`src/rtl/dds_ctrl_fsm.sv`:
```
// Front-panel control FSM for the DDS generator: button pulses edit waveform, frequency and amplitude.
// Optional DDS_CTRL_SHADOW_EN: edits go to shadow registers, committed on the AMP->RUN Mode pulse.
module dds_ctrl_fsm #(
   parameter int unsigned FREQ_W     = 24,
   parameter int unsigned FTW_W      = 32,
   parameter int unsigned FREQ_MIN   = 1,
   parameter int unsigned FREQ_MAX   = 1000000,
   parameter int unsigned FREQ_DEF   = 1000,
   parameter int unsigned FTW_PER_HZ = 23456248,
   parameter int unsigned AMP_DEF    = 7
) (
   input  logic              Fg_CLK,
   input  logic              Ext_RESETn,
   input  logic              iBtnMode,
   input  logic              iBtnSel,
   input  logic              iBtnUp,
   input  logic              iBtnDown,
   output logic [1:0]        oState,
   output logic [1:0]        oWaveSel,
   output logic [FREQ_W-1:0] oFreqHz,
   output logic [2:0]        oStepSel,
   output logic [2:0]        oAmpSel,
   output logic [FTW_W-1:0]  oFtw,
   output logic              oUpdate
);

   typedef enum logic [1:0] {ST_RUN = 2'd0, ST_WAVE = 2'd1, ST_FREQ = 2'd2, ST_AMP = 2'd3} state_t;
   typedef logic [FREQ_W:0]     freq_ext_t;
   typedef logic [FTW_W+15:0]   prod_t;

   localparam prod_t                PROD_DEF = prod_t'(FREQ_DEF) * prod_t'(FTW_PER_HZ);
   localparam logic [FTW_W-1:0]     FTW_DEF  = PROD_DEF[FTW_W+15:16];
   localparam logic [FREQ_W-1:0]    F_DEF    = FREQ_W'(FREQ_DEF);
   localparam logic [FREQ_W-1:0]    F_MIN    = FREQ_W'(FREQ_MIN);
   localparam logic [FREQ_W-1:0]    F_MAX    = FREQ_W'(FREQ_MAX);
   localparam logic [2:0]           A_DEF    = 3'(AMP_DEF);

   logic [3:0]        btn_q;
   state_t            state_q, state_d;
   logic [1:0]        wave_q, wave_d;
   logic [FREQ_W-1:0] freq_q, freq_d;
   logic [2:0]        step_q, step_d;
   logic [2:0]        amp_q, amp_d;
   logic              chg_q, chg_d;
   logic [FTW_W-1:0]  ftw_q, ftw_d;
   logic              upd_q;

   logic              act_mode, act_sel, act_up, act_down;
   logic [1:0]        ed_wave, wave_n;
   logic [FREQ_W-1:0] ed_freq, freq_n;
   logic [2:0]        ed_amp, amp_n;
   freq_ext_t         step_val, freq_up;
   prod_t             prod;

`ifdef DDS_CTRL_SHADOW_EN
   logic [1:0]        wave_sh_q;
   logic [FREQ_W-1:0] freq_sh_q;
   logic [2:0]        amp_sh_q;
   assign ed_wave = wave_sh_q;
   assign ed_freq = freq_sh_q;
   assign ed_amp  = amp_sh_q;
`else
   assign ed_wave = wave_q;
   assign ed_freq = freq_q;
   assign ed_amp  = amp_q;
`endif

   // Priority Mode > Sel > Up > Down on the registered pulses.
   assign act_mode = btn_q[3];
   assign act_sel  = ~btn_q[3] & btn_q[2];
   assign act_up   = ~btn_q[3] & ~btn_q[2] & btn_q[1];
   assign act_down = ~btn_q[3] & ~btn_q[2] & ~btn_q[1] & btn_q[0];

   always_comb begin
      case (step_q)
         3'd1:    step_val = freq_ext_t'(10);
         3'd2:    step_val = freq_ext_t'(100);
         3'd3:    step_val = freq_ext_t'(1000);
         3'd4:    step_val = freq_ext_t'(10000);
         3'd5:    step_val = freq_ext_t'(100000);
         default: step_val = freq_ext_t'(1);
      endcase
      freq_up = {1'b0, ed_freq} + step_val;
   end

   always_comb begin
      state_d = state_q;
      step_d  = step_q;
      wave_n  = ed_wave;
      freq_n  = ed_freq;
      amp_n   = ed_amp;
      if (act_mode) begin
         state_d = state_t'(state_q + 2'd1);
      end else if (act_sel && state_q != ST_RUN) begin
         step_d = (step_q >= 3'd5) ? 3'd0 : step_q + 3'd1;
      end else if (act_up || act_down) begin
         case (state_q)
            ST_WAVE: wave_n = act_up ? ed_wave + 2'd1 : ed_wave - 2'd1;
            ST_FREQ: begin
               if (act_up)
                  freq_n = (freq_up > freq_ext_t'(FREQ_MAX)) ? F_MAX : freq_up[FREQ_W-1:0];
               else if ({1'b0, ed_freq} < freq_ext_t'(FREQ_MIN) + step_val)
                  freq_n = F_MIN;
               else
                  freq_n = ed_freq - step_val[FREQ_W-1:0];
            end
            ST_AMP: begin
               if (act_up)
                  amp_n = (ed_amp == 3'd7) ? 3'd7 : ed_amp + 3'd1;
               else
                  amp_n = (ed_amp == 3'd0) ? 3'd0 : ed_amp - 3'd1;
            end
            default: ;
         endcase
      end
`ifdef DDS_CTRL_SHADOW_EN
      wave_d = wave_q;
      freq_d = freq_q;
      amp_d  = amp_q;
      if (act_mode && state_q == ST_AMP) begin
         wave_d = wave_sh_q;
         freq_d = freq_sh_q;
         amp_d  = amp_sh_q;
      end
`else
      wave_d = wave_n;
      freq_d = freq_n;
      amp_d  = amp_n;
`endif
      chg_d = (wave_d != wave_q) || (freq_d != freq_q) || (amp_d != amp_q);
   end

   // Multiply stage always tracks the committed frequency, so oFtw lags oFreqHz by one cycle.
   assign prod  = prod_t'(freq_q) * prod_t'(FTW_PER_HZ);
   assign ftw_d = FTW_W'(prod >> 16);

   always_ff @(posedge Fg_CLK or negedge Ext_RESETn) begin
      if (!Ext_RESETn) begin
         btn_q   <= '0;
         state_q <= ST_RUN;
         wave_q  <= '0;
         freq_q  <= F_DEF;
         step_q  <= '0;
         amp_q   <= A_DEF;
         chg_q   <= 1'b0;
         ftw_q   <= FTW_DEF;
         upd_q   <= 1'b0;
`ifdef DDS_CTRL_SHADOW_EN
         wave_sh_q <= '0;
         freq_sh_q <= F_DEF;
         amp_sh_q  <= A_DEF;
`endif
      end else begin
         btn_q   <= {iBtnMode, iBtnSel, iBtnUp, iBtnDown};
         state_q <= state_d;
         wave_q  <= wave_d;
         freq_q  <= freq_d;
         step_q  <= step_d;
         amp_q   <= amp_d;
         chg_q   <= chg_d;
         ftw_q   <= ftw_d;
         upd_q   <= chg_q;
`ifdef DDS_CTRL_SHADOW_EN
         wave_sh_q <= wave_n;
         freq_sh_q <= freq_n;
         amp_sh_q  <= amp_n;
`endif
      end
   end

   assign oState   = state_q;
   assign oWaveSel = wave_q;
   assign oFreqHz  = freq_q;
   assign oStepSel = step_q;
   assign oAmpSel  = amp_q;
   assign oFtw     = ftw_q;
   assign oUpdate  = upd_q;

endmodule

```
`config.mk`:
```
export PLATFORM = sky130hd
export DESIGN_NAME = dds_ctrl_fsm
export DESIGN_NICKNAME = d
export VERILOG_FILES = /design/src/rtl/dds_ctrl_fsm.sv
export SDC_FILE = /design/constraint.sdc
export NUM_CORES = 1
export LEC_CHECK = 0
export BUFFER_PORTS_ARGS = -buffer_cell sky130_fd_sc_hd__buf_2
export CAP_MARGIN = 5
export CORE_AREA = 2 2 172 174
export DETAILED_ROUTE_END_ITERATION = 6
export DIE_AREA = 0 0 174 176
export GPL_TIMING_DRIVEN = 1
export PLACE_DENSITY = 0.77
export SLEW_MARGIN = 10
export SYNTH_ARGS = -nofsm -noshare
export SYNTH_HDL_FRONTEND = slang
export SYNTH_SLANG_ARGS = --single-unit
```
`constraint.sdc`:
```
create_clock -name Fg_CLK -period 14.45 [get_ports Fg_CLK]
set_input_delay 0.7225 -clock Fg_CLK [delete_from_list [all_inputs] [get_ports Fg_CLK]]
set_output_delay 0.7225 -clock Fg_CLK [all_outputs]
set_load 0.03 [all_outputs]
```
==> results.py, run 1 <==
metrics = {
    "yosys": {
        "synth_fp_nets": 2227,
        "syn_area_per_cell_um2": 9.582,
        "syn_inst": 1689,
        "synth_cell_types": 92,
        "syn_area_um2": 16180,
        "ys_seq_elements": 72,
        "synth-edff-count": 0,
        "async_flop_share_pct": 100.0,
        "yosysSeqAreaShare_pct": 11.28,
        "synth_warnings": 0,
        "synth_flop_cell": "dfrtp_1",
    },
    "drt": {
        "vias": 12360,
        "drt_iter0_drc": 904,
        "drt-total-wl_mm": 44.77,
        "dr.pass1.iters": 5,
        "ant_nets": 0,
        "highest_layer": "met5",
        "m1WireLength_mm": 19.21,
        "wl_met2_mm": 20.85,
        "route.detailed.drc": 0,
        "dr_wl_met3_mm": 3.277,
        "wire_per_inst_um": 20.89,
        "via_per_inst": 5.768,
    },
    "sta": {
        "setup-tns-final_ns": 0,
        "max_freq_mhz": 131.3,
        "drv_slew": 0,
        "worst_slack_ns": 6.834,
        "skew_ns": 0.006101,
        "min_period_ns": 7.616,
        "period_share_pct": 52.71,
        "whs_ns": 0.3502,
        "finalHoldViolCount": 0,
        "slew-limit-headroom_pct": 31.20,
        "tightest_slew_ns": 1.032,
        "setup_viol": 0,
        "grt_setup_unrepaired": "no",
    },
    "setup_path": {
        "path_max_fanout": 16,
        "worstPathArrival_ns": 7.85,
        "required_ns": 14.69,
        "worstSetupEndpointType": "flop",
        "crit_path_start_kind": "flop",
        "ff2ff_path_depth": 22,
        "crit_type": "reg -> reg",
        "ff2ff_setup_slack_ns": 6.83,
    },
    "worst_hold_path": {
        "hold_path.class": "reg -> reg",
        "whs_path_depth": 0,
    },
    "die": {
        "core_um2": 28550,
        "die_y_um": 176,
        "start_util_pct": 56.69,
        "row_count": 62,
        "die_area_um2": 30620,
        "pin_count": 73,
        "die_x_um": 174,
    },
    "final_layout": {
        "area_growth_syn_to_layout_pct": 6.958,
        "final_cell_area_um2": 17310,
        "nNetsFinal": 2291,
        "drive_gt1_share_pct": 8.931,
    },
    "clocking": {
        "post-cts-setup-buffers": 0,
        "clkTransAtPathRegs_ns": 0.07,
        "cts-root-buf": "clkbuf_16",
        "cts_sinks": 72,
        "cts_buffers": 9,
        "htreeDepth": 3,
        "clock_latency_ns": 0.36,
        "ctsResizeCount": 0,
        "cts_buffer_depth": 2,
        "cts.hold.buffers_added": 0,
        "cts_tree": "built",
    },
    "global_routing": {
        "grt_pass1_wl_mm": 72.76,
        "grt_pass1_vias": 13090,
        "track_usage_pct": 31.15,
        "grt_max_degree": 73,
        "grt_overflow": 0,
        "antenna_found_initial": 2,
    },
    "flow_run": {
        "drv_cap": 0,
    },
    "placement": {
        "place.gp.congestion": 0.9899,
        "place_ws_ns": 6.797,
        "hpwl_mm": 37.05,
        "dpl-instance-area_um2": 16960,
        "io_buffers": 72,
    },
    "outcome": {
        "status": "finished clean",
    },
}
-- critical path: stages, from the launching register on --
cell	delay (ns)
dfrtp_1	0.91
fa_1	0.61
fa_1	0.57
fa_1	0.45
fa_1	0.50
inv_1	0.05
fa_1	0.50
fa_1	0.52
fa_1	0.55
inv_1	0.04
ha_1	0.36
a21o_1	0.21
a21o_1	0.20
a21o_1	0.17
a21oi_1	0.19
o2bb2ai_1	0.12
a31oi_1	0.32
o31a_1	0.32
o21a_1	0.22
o211ai_1	0.17
a21oi_1	0.27
o21bai_1	0.11
xnor2_1	0.13
-- layer usage --
metal	vias to the layer above	GRT usage, %
li1	5674	-
met1	6171	42.01
met2	420	50.32
met3	94	6.998
met4	2	9.979
met5	-	0
-- cells by family (layout without fill, tap and decap cells) --
| kind of cell | after synthesis | after routing | share of synthesized area (%) |
|---|---|---|---|
| fa+ha+maj | 532 | 532 | 52.68 |
| buf+inv | 422 | 491 | 10.10 |
| xor+xnor | 65 | 65 | 3.518 |
| other cells | 0 | 1 | 0 |
| mux | 4 | 4 | 0.2551 |
| simple gates | 282 | 282 | 8.782 |
| compound gates | 312 | 312 | 13.39 |
| flops | 72 | 72 | 11.28 |
-- per-stage QoR --
step | cells | util, %
after detailed placement | 2126 | 59.42
after global placement | 2126 | 59.42
final | 2143 | 60.64
after global routing | 2142 | 60.63
after CTS | 2142 | 60.63
after floorplan | 1689 | -
-- final timing paths --
check / start / endpoint
worst min-delay path: chg_q$_DFF_PN0_ / oUpdate$_DFF_PN0_
worst max-delay path: oFreqHz[10]$_DFF_PN0_ / oFtw[31]$_DFF_PN0_
worst max register to register: oFreqHz[10]$_DFF_PN0_ / oFtw[31]$_DFF_PN0_
max in group asynchronous: Ext_RESETn / oFtw[15]$_DFF_PN0_
min in group asynchronous: Ext_RESETn / oStepSel[0]$_DFFE_PN0P_
worst min register to register: chg_q$_DFF_PN0_ / oUpdate$_DFF_PN0_
-- flip-flops by register name, summed over array words and instances, names as in the netlist, 2 cells and up --
| name | count |
|---|---|
| btn_q | 4 |
| oStepSel | 3 |
| oFreqHz | 24 |
| oWaveSel | 2 |
| oFtw | 32 |
| oState | 2 |
| oAmpSel | 3 |
-- cell usage after synthesis (5+ instances only) --
cell type / n / share of area (%)
ha_1: 283 / 22
nand3_1: 12 / 0.37
dfstp_2: 19 / 3.1
a211oi_1: 7 / 0.32
a31oi_1: 16 / 0.62
clkbuf_1: 19 / 0.44
xnor2_1: 53 / 2.9
nor2b_1: 16 / 0.62
o21ai_0: 63 / 1.9
inv_1: 386 / 9.0
o31ai_1: 10 / 0.46
a311oi_1: 5 / 0.27
nor3_1: 21 / 0.65
xor2_1: 12 / 0.65
o211ai_1: 8 / 0.37
o21bai_1: 7 / 0.32
or3_1: 8 / 0.31
and2_1: 7 / 0.27
buf_2: 7 / 0.22
nand4_1: 14 / 0.54
a21o_1: 20 / 0.93
dfrtp_1: 53 / 8.2
a21oi_1: 79 / 2.4
o22ai_1: 5 / 0.19
nand2_1: 75 / 1.7
nor2_1: 78 / 1.8
fa_1: 249 / 31
buf_4: 5 / 0.23
o21a_1: 16 / 0.74
nand2b_1: 14 / 0.54
-- layout by cell type, fill, tap and decap left out, drive strengths merged, types with 19 or more instances in the layout --
master,synthesis,routed
a21o,20,20
a21oi,80,80
buf,15,87
dfrtp,53,53
dfstp,19,19
fa,249,249
ha,283,283
inv,388,389
nand2,75,75
nor2,79,79
nor3,21,21
o21ai,66,66
xnor2,53,53
-- layout make-up --
| class | count | area (µm²) |
|---|---|---|
| multi-input combinational | 1195 | 12720 |
| clock buffer | 10 | 229.0 |
| sequential | 72 | 1826 |
| tap | 384 | 480.5 |
| clock inverter | 6 | 116.4 |
| inverter | 388 | 1456 |
| timing repair buffer | 87 | 475.5 |
| fill | 2453 | 11240 |
| antenna | 1 | 2.502 |
Power of run 1 is left out: the tool's default activity adds up to more than one toggle a clock period on the data nets, which glitch-free logic cannot reach.
==> run 2: changes to the inputs <==
--- a/config.mk
+++ b/config.mk
@@ -5,13 +5,14 @@
 export SDC_FILE = /design/constraint.sdc
 export NUM_CORES = 1
 export LEC_CHECK = 0
+export ABC_AREA = 1
 export BUFFER_PORTS_ARGS = -buffer_cell sky130_fd_sc_hd__buf_2
 export CAP_MARGIN = 5
-export CORE_AREA = 2 2 172 174
+export CORE_AREA = 2 2 176 178
 export DETAILED_ROUTE_END_ITERATION = 6
-export DIE_AREA = 0 0 174 176
+export DIE_AREA = 0 0 178 180
 export GPL_TIMING_DRIVEN = 1
-export PLACE_DENSITY = 0.77
+export PLACE_DENSITY = 0.8
 export SLEW_MARGIN = 10
 export SYNTH_ARGS = -nofsm -noshare
 export SYNTH_HDL_FRONTEND = slang
==> constraint.sdc (replaced) <==
create_clock -name Fg_CLK -period 7 [get_ports Fg_CLK]
set_input_delay 0.35 -clock Fg_CLK [delete_from_list [all_inputs] [get_ports Fg_CLK]]
set_output_delay 0.35 -clock Fg_CLK [all_outputs]
set_load 0.03 [all_outputs]
==> results.py, run 2 <==
metrics = {
    "sta": {
        "worst_slack_ns": 0.3311,
        "finalHoldViolCount": 0,
        "period_share_pct": 95.27,
        "slew-limit-headroom_pct": 22.53,
        "whs_ns": 0.09902,
        "max_freq_mhz": 149.9,
        "drv_slew": 0,
        "skew_ns": 0.01487,
        "setup_viol": 0,
        "tightest_slew_ns": 1.155,
        "min_period_ns": 6.669,
    },
    "die": {
        "pin_count": 73,
        "core_um2": 30190,
        "row_count": 64,
        "die_y_um": 180,
        "die_x_um": 178,
        "die_area_um2": 32040,
        "start_util_pct": 56.21,
    },
    "drt": {
        "dr.pass1.iters": 6,
        "wire_per_inst_um": 19.19,
        "route.detailed.drc": 0,
        "vias": 14340,
        "via_per_inst": 5.549,
        "ant_nets": 0,
        "drt-total-wl_mm": 49.62,
        "drt_iter0_drc": 1205,
    },
    "yosys": {
        "syn_area_per_cell_um2": 8.112,
        "syn_inst": 2092,
        "synth_warnings": 0,
        "ys_seq_elements": 72,
        "yosysTopAreaCell": "fa_1",
        "synth_fp_nets": 2630,
        "async_flop_share_pct": 100.0,
        "synth_area_leaders": "fa_1 29%, ha_1 21%, inv_1 11%",
        "yosysSeqAreaShare_pct": 10.76,
        "yosysMostFrequentCell": "inv_1",
        "synth_cell_types": 47,
        "syn_area_um2": 16970,
        "synth_commonest_cells": "482 x inv_1, 370 x nand2_1, 283 x ha_1",
        "synth-edff-count": 0,
        "yosysTopAreaCellShare_pct": 29.37,
        "synth_flop_cell": "dfrtp_1",
    },
    "clocking": {
        "htreeDepth": 3,
        "clock_latency_ns": 0.37,
        "cts.hold.buffers_added": 0,
        "cts_sinks": 72,
        "post-cts-setup-buffers": 0,
        "cts_buffer_depth": 2,
        "cts_tree": "built",
        "cts_buffers": 9,
        "cts-root-buf": "clkbuf_16",
        "clkTransAtPathRegs_ns": 0.08,
    },
    "global_routing": {
        "grt_pass1_vias": 14460,
        "track_usage_pct": 32.68,
        "grt_max_degree": 73,
        "grt_pass1_wl_mm": 79.70,
        "antenna_found_initial": 0,
        "grt_overflow": 0,
    },
    "setup_path": {
        "regToRegEndpoint": "oFtw[30]$_DFF_PN0_",
        "crit_top_cell": "nand2_1",
        "ff2ff_setup_slack_ns": 0.33,
        "worstReg2RegStart": "oFreqHz[10]$_DFF_PN0_",
        "required_ns": 7.24,
        "ff2ff_path_depth": 31,
        "crit_slowest_cell": "fa_2",
        "worstSetupEndpointType": "flop",
        "startpoint": "oFreqHz[10]$_DFF_PN0_",
        "crit_path_start_kind": "flop",
        "crit_type": "reg -> reg",
        "cp-endpoint": "oFtw[30]$_DFF_PN0_",
        "critPathMaxStageDelay_ns": 0.58,
        "worstPathArrival_ns": 6.91,
        "path_max_fanout": 5,
    },
    "placement": {
        "placed_cells": 2569,
        "io_buffers": 72,
        "place_ws_ns": 0.1977,
        "hpwl_mm": 42.83,
        "dpl-instance-area_um2": 17960,
        "place.gp.congestion": 1.005,
    },
    "final_layout": {
        "final_cell_mix": "481 x inv_1, 370 x nand2_1, 282 x ha_1, 248 x fa_1, 132 x nor2_1",
        "drive_gt1_share_pct": 8.177,
        "final_cell_area_um2": 18330,
        "area_growth_syn_to_layout_pct": 8.029,
        "nNetsFinal": 2722,
        "layout.cells.non_filler": 2585,
        "n_antenna_cell": 0,
        "largest_reg_flops": 32,
        "final_common_cell": "inv_1",
        "num-fill-cells": 2683,
    },
    "worst_hold_path": {
        "hold_path.class": "in -> reg",
    },
    "outcome": {
        "status": "finished clean",
    },
    "flow_run": {
        "drv_cap": 0,
    },
}
## run 2: cell types whose count changed in the layout (fill, tap and decap cells not counted), moves of 18 or more
cell,delta
xnor2_1,-37
nor2_1,+54
inv_1,+95
nand2_1,+295
buf_4,+24
xor2_1,+34
a21oi_1,+30
nand3_1,+99
a21o_1,-18
## run 2: logic make-up (layout without fill, tap and decap cells)
group	Yosys count	after routing	synth area share (%)
and+or+nand+nor	666	666	16.35
adders and majority gates	532	532	50.24
buffers and inverters	528	625	11.98
AOI/OAI and AO/OA	231	231	7.417
DFF	72	72	10.76
xor gates and xnor gates	62	62	3.200
muxes	1	1	0.05899
## run 2: worst max-delay path: cells and delay by family, from the launching register on
family | cells | cell delay (ns)
flops | 1 | 0.45
xor+xnor | 1 | 0.15
compound gates | 4 | 0.59
simple gates | 13 | 1.24
buf+inv | 5 | 0.40
fa+ha+maj | 8 | 3.67
## run 2: stage by stage
stage,setup TNS [ns],util (%)
final,0,60.73
after global routing,-0.002805,60.73
after floorplan,0,-
after CTS,0,60.60
after global placement,0,59.48
after detailed placement,0,59.48
## run 2: how the worst min path moves through the flow
stage / cells past startpoint / to / slack (ns) / startpoint
detailed placement: 0 / oUpdate$_DFF_PN0_ / 0.34 / chg_q$_DFF_PN0_
global placement: 0 / oUpdate$_DFF_PN0_ / 0.34 / chg_q$_DFF_PN0_
floorplan: 0 / btn_q[0]$_DFF_PN0_ / 0.05 / Ext_RESETn
CTS: 1 / btn_q[2]$_DFF_PN0_ / 0.09 / iBtnSel
finish: 1 / btn_q[2]$_DFF_PN0_ / 0.1 / iBtnSel
global route: 1 / btn_q[3]$_DFF_PN0_ / 0.1 / iBtnMode
## run 2: repair_timing
| action | 4_1_cts | 5_1_grt |
|---|---|---|
| gates resized for setup | 0 | 11 |
| endpoints found under the setup margin | 0 | 7 |
| endpoints found under the hold margin | 0 | 0 |
## run 2: per-layer routing
metal	track usage (%)	wire, µm	vias to the layer above
met5	0	0	-
met4	10.00	1617	0
li1	-	-	6679
met2	51.49	23200	579
met3	5.541	3763	98
met1	46.17	21040	6988
## run 2: layout make-up
cell class	count	area, µm²	area share (%)
Clock inverter	6	97.59	0.5324
Timing Repair Buffer	111	655.6	3.576
Tap cell	396	495.5	2.703
Sequential cell	72	1827	9.964
Inverter	498	1869	10.20
Multi-Input combinational cell	1492	13150	71.72
Clock buffer	10	239.0	1.304
Power of run 2 is left out for the same reason.
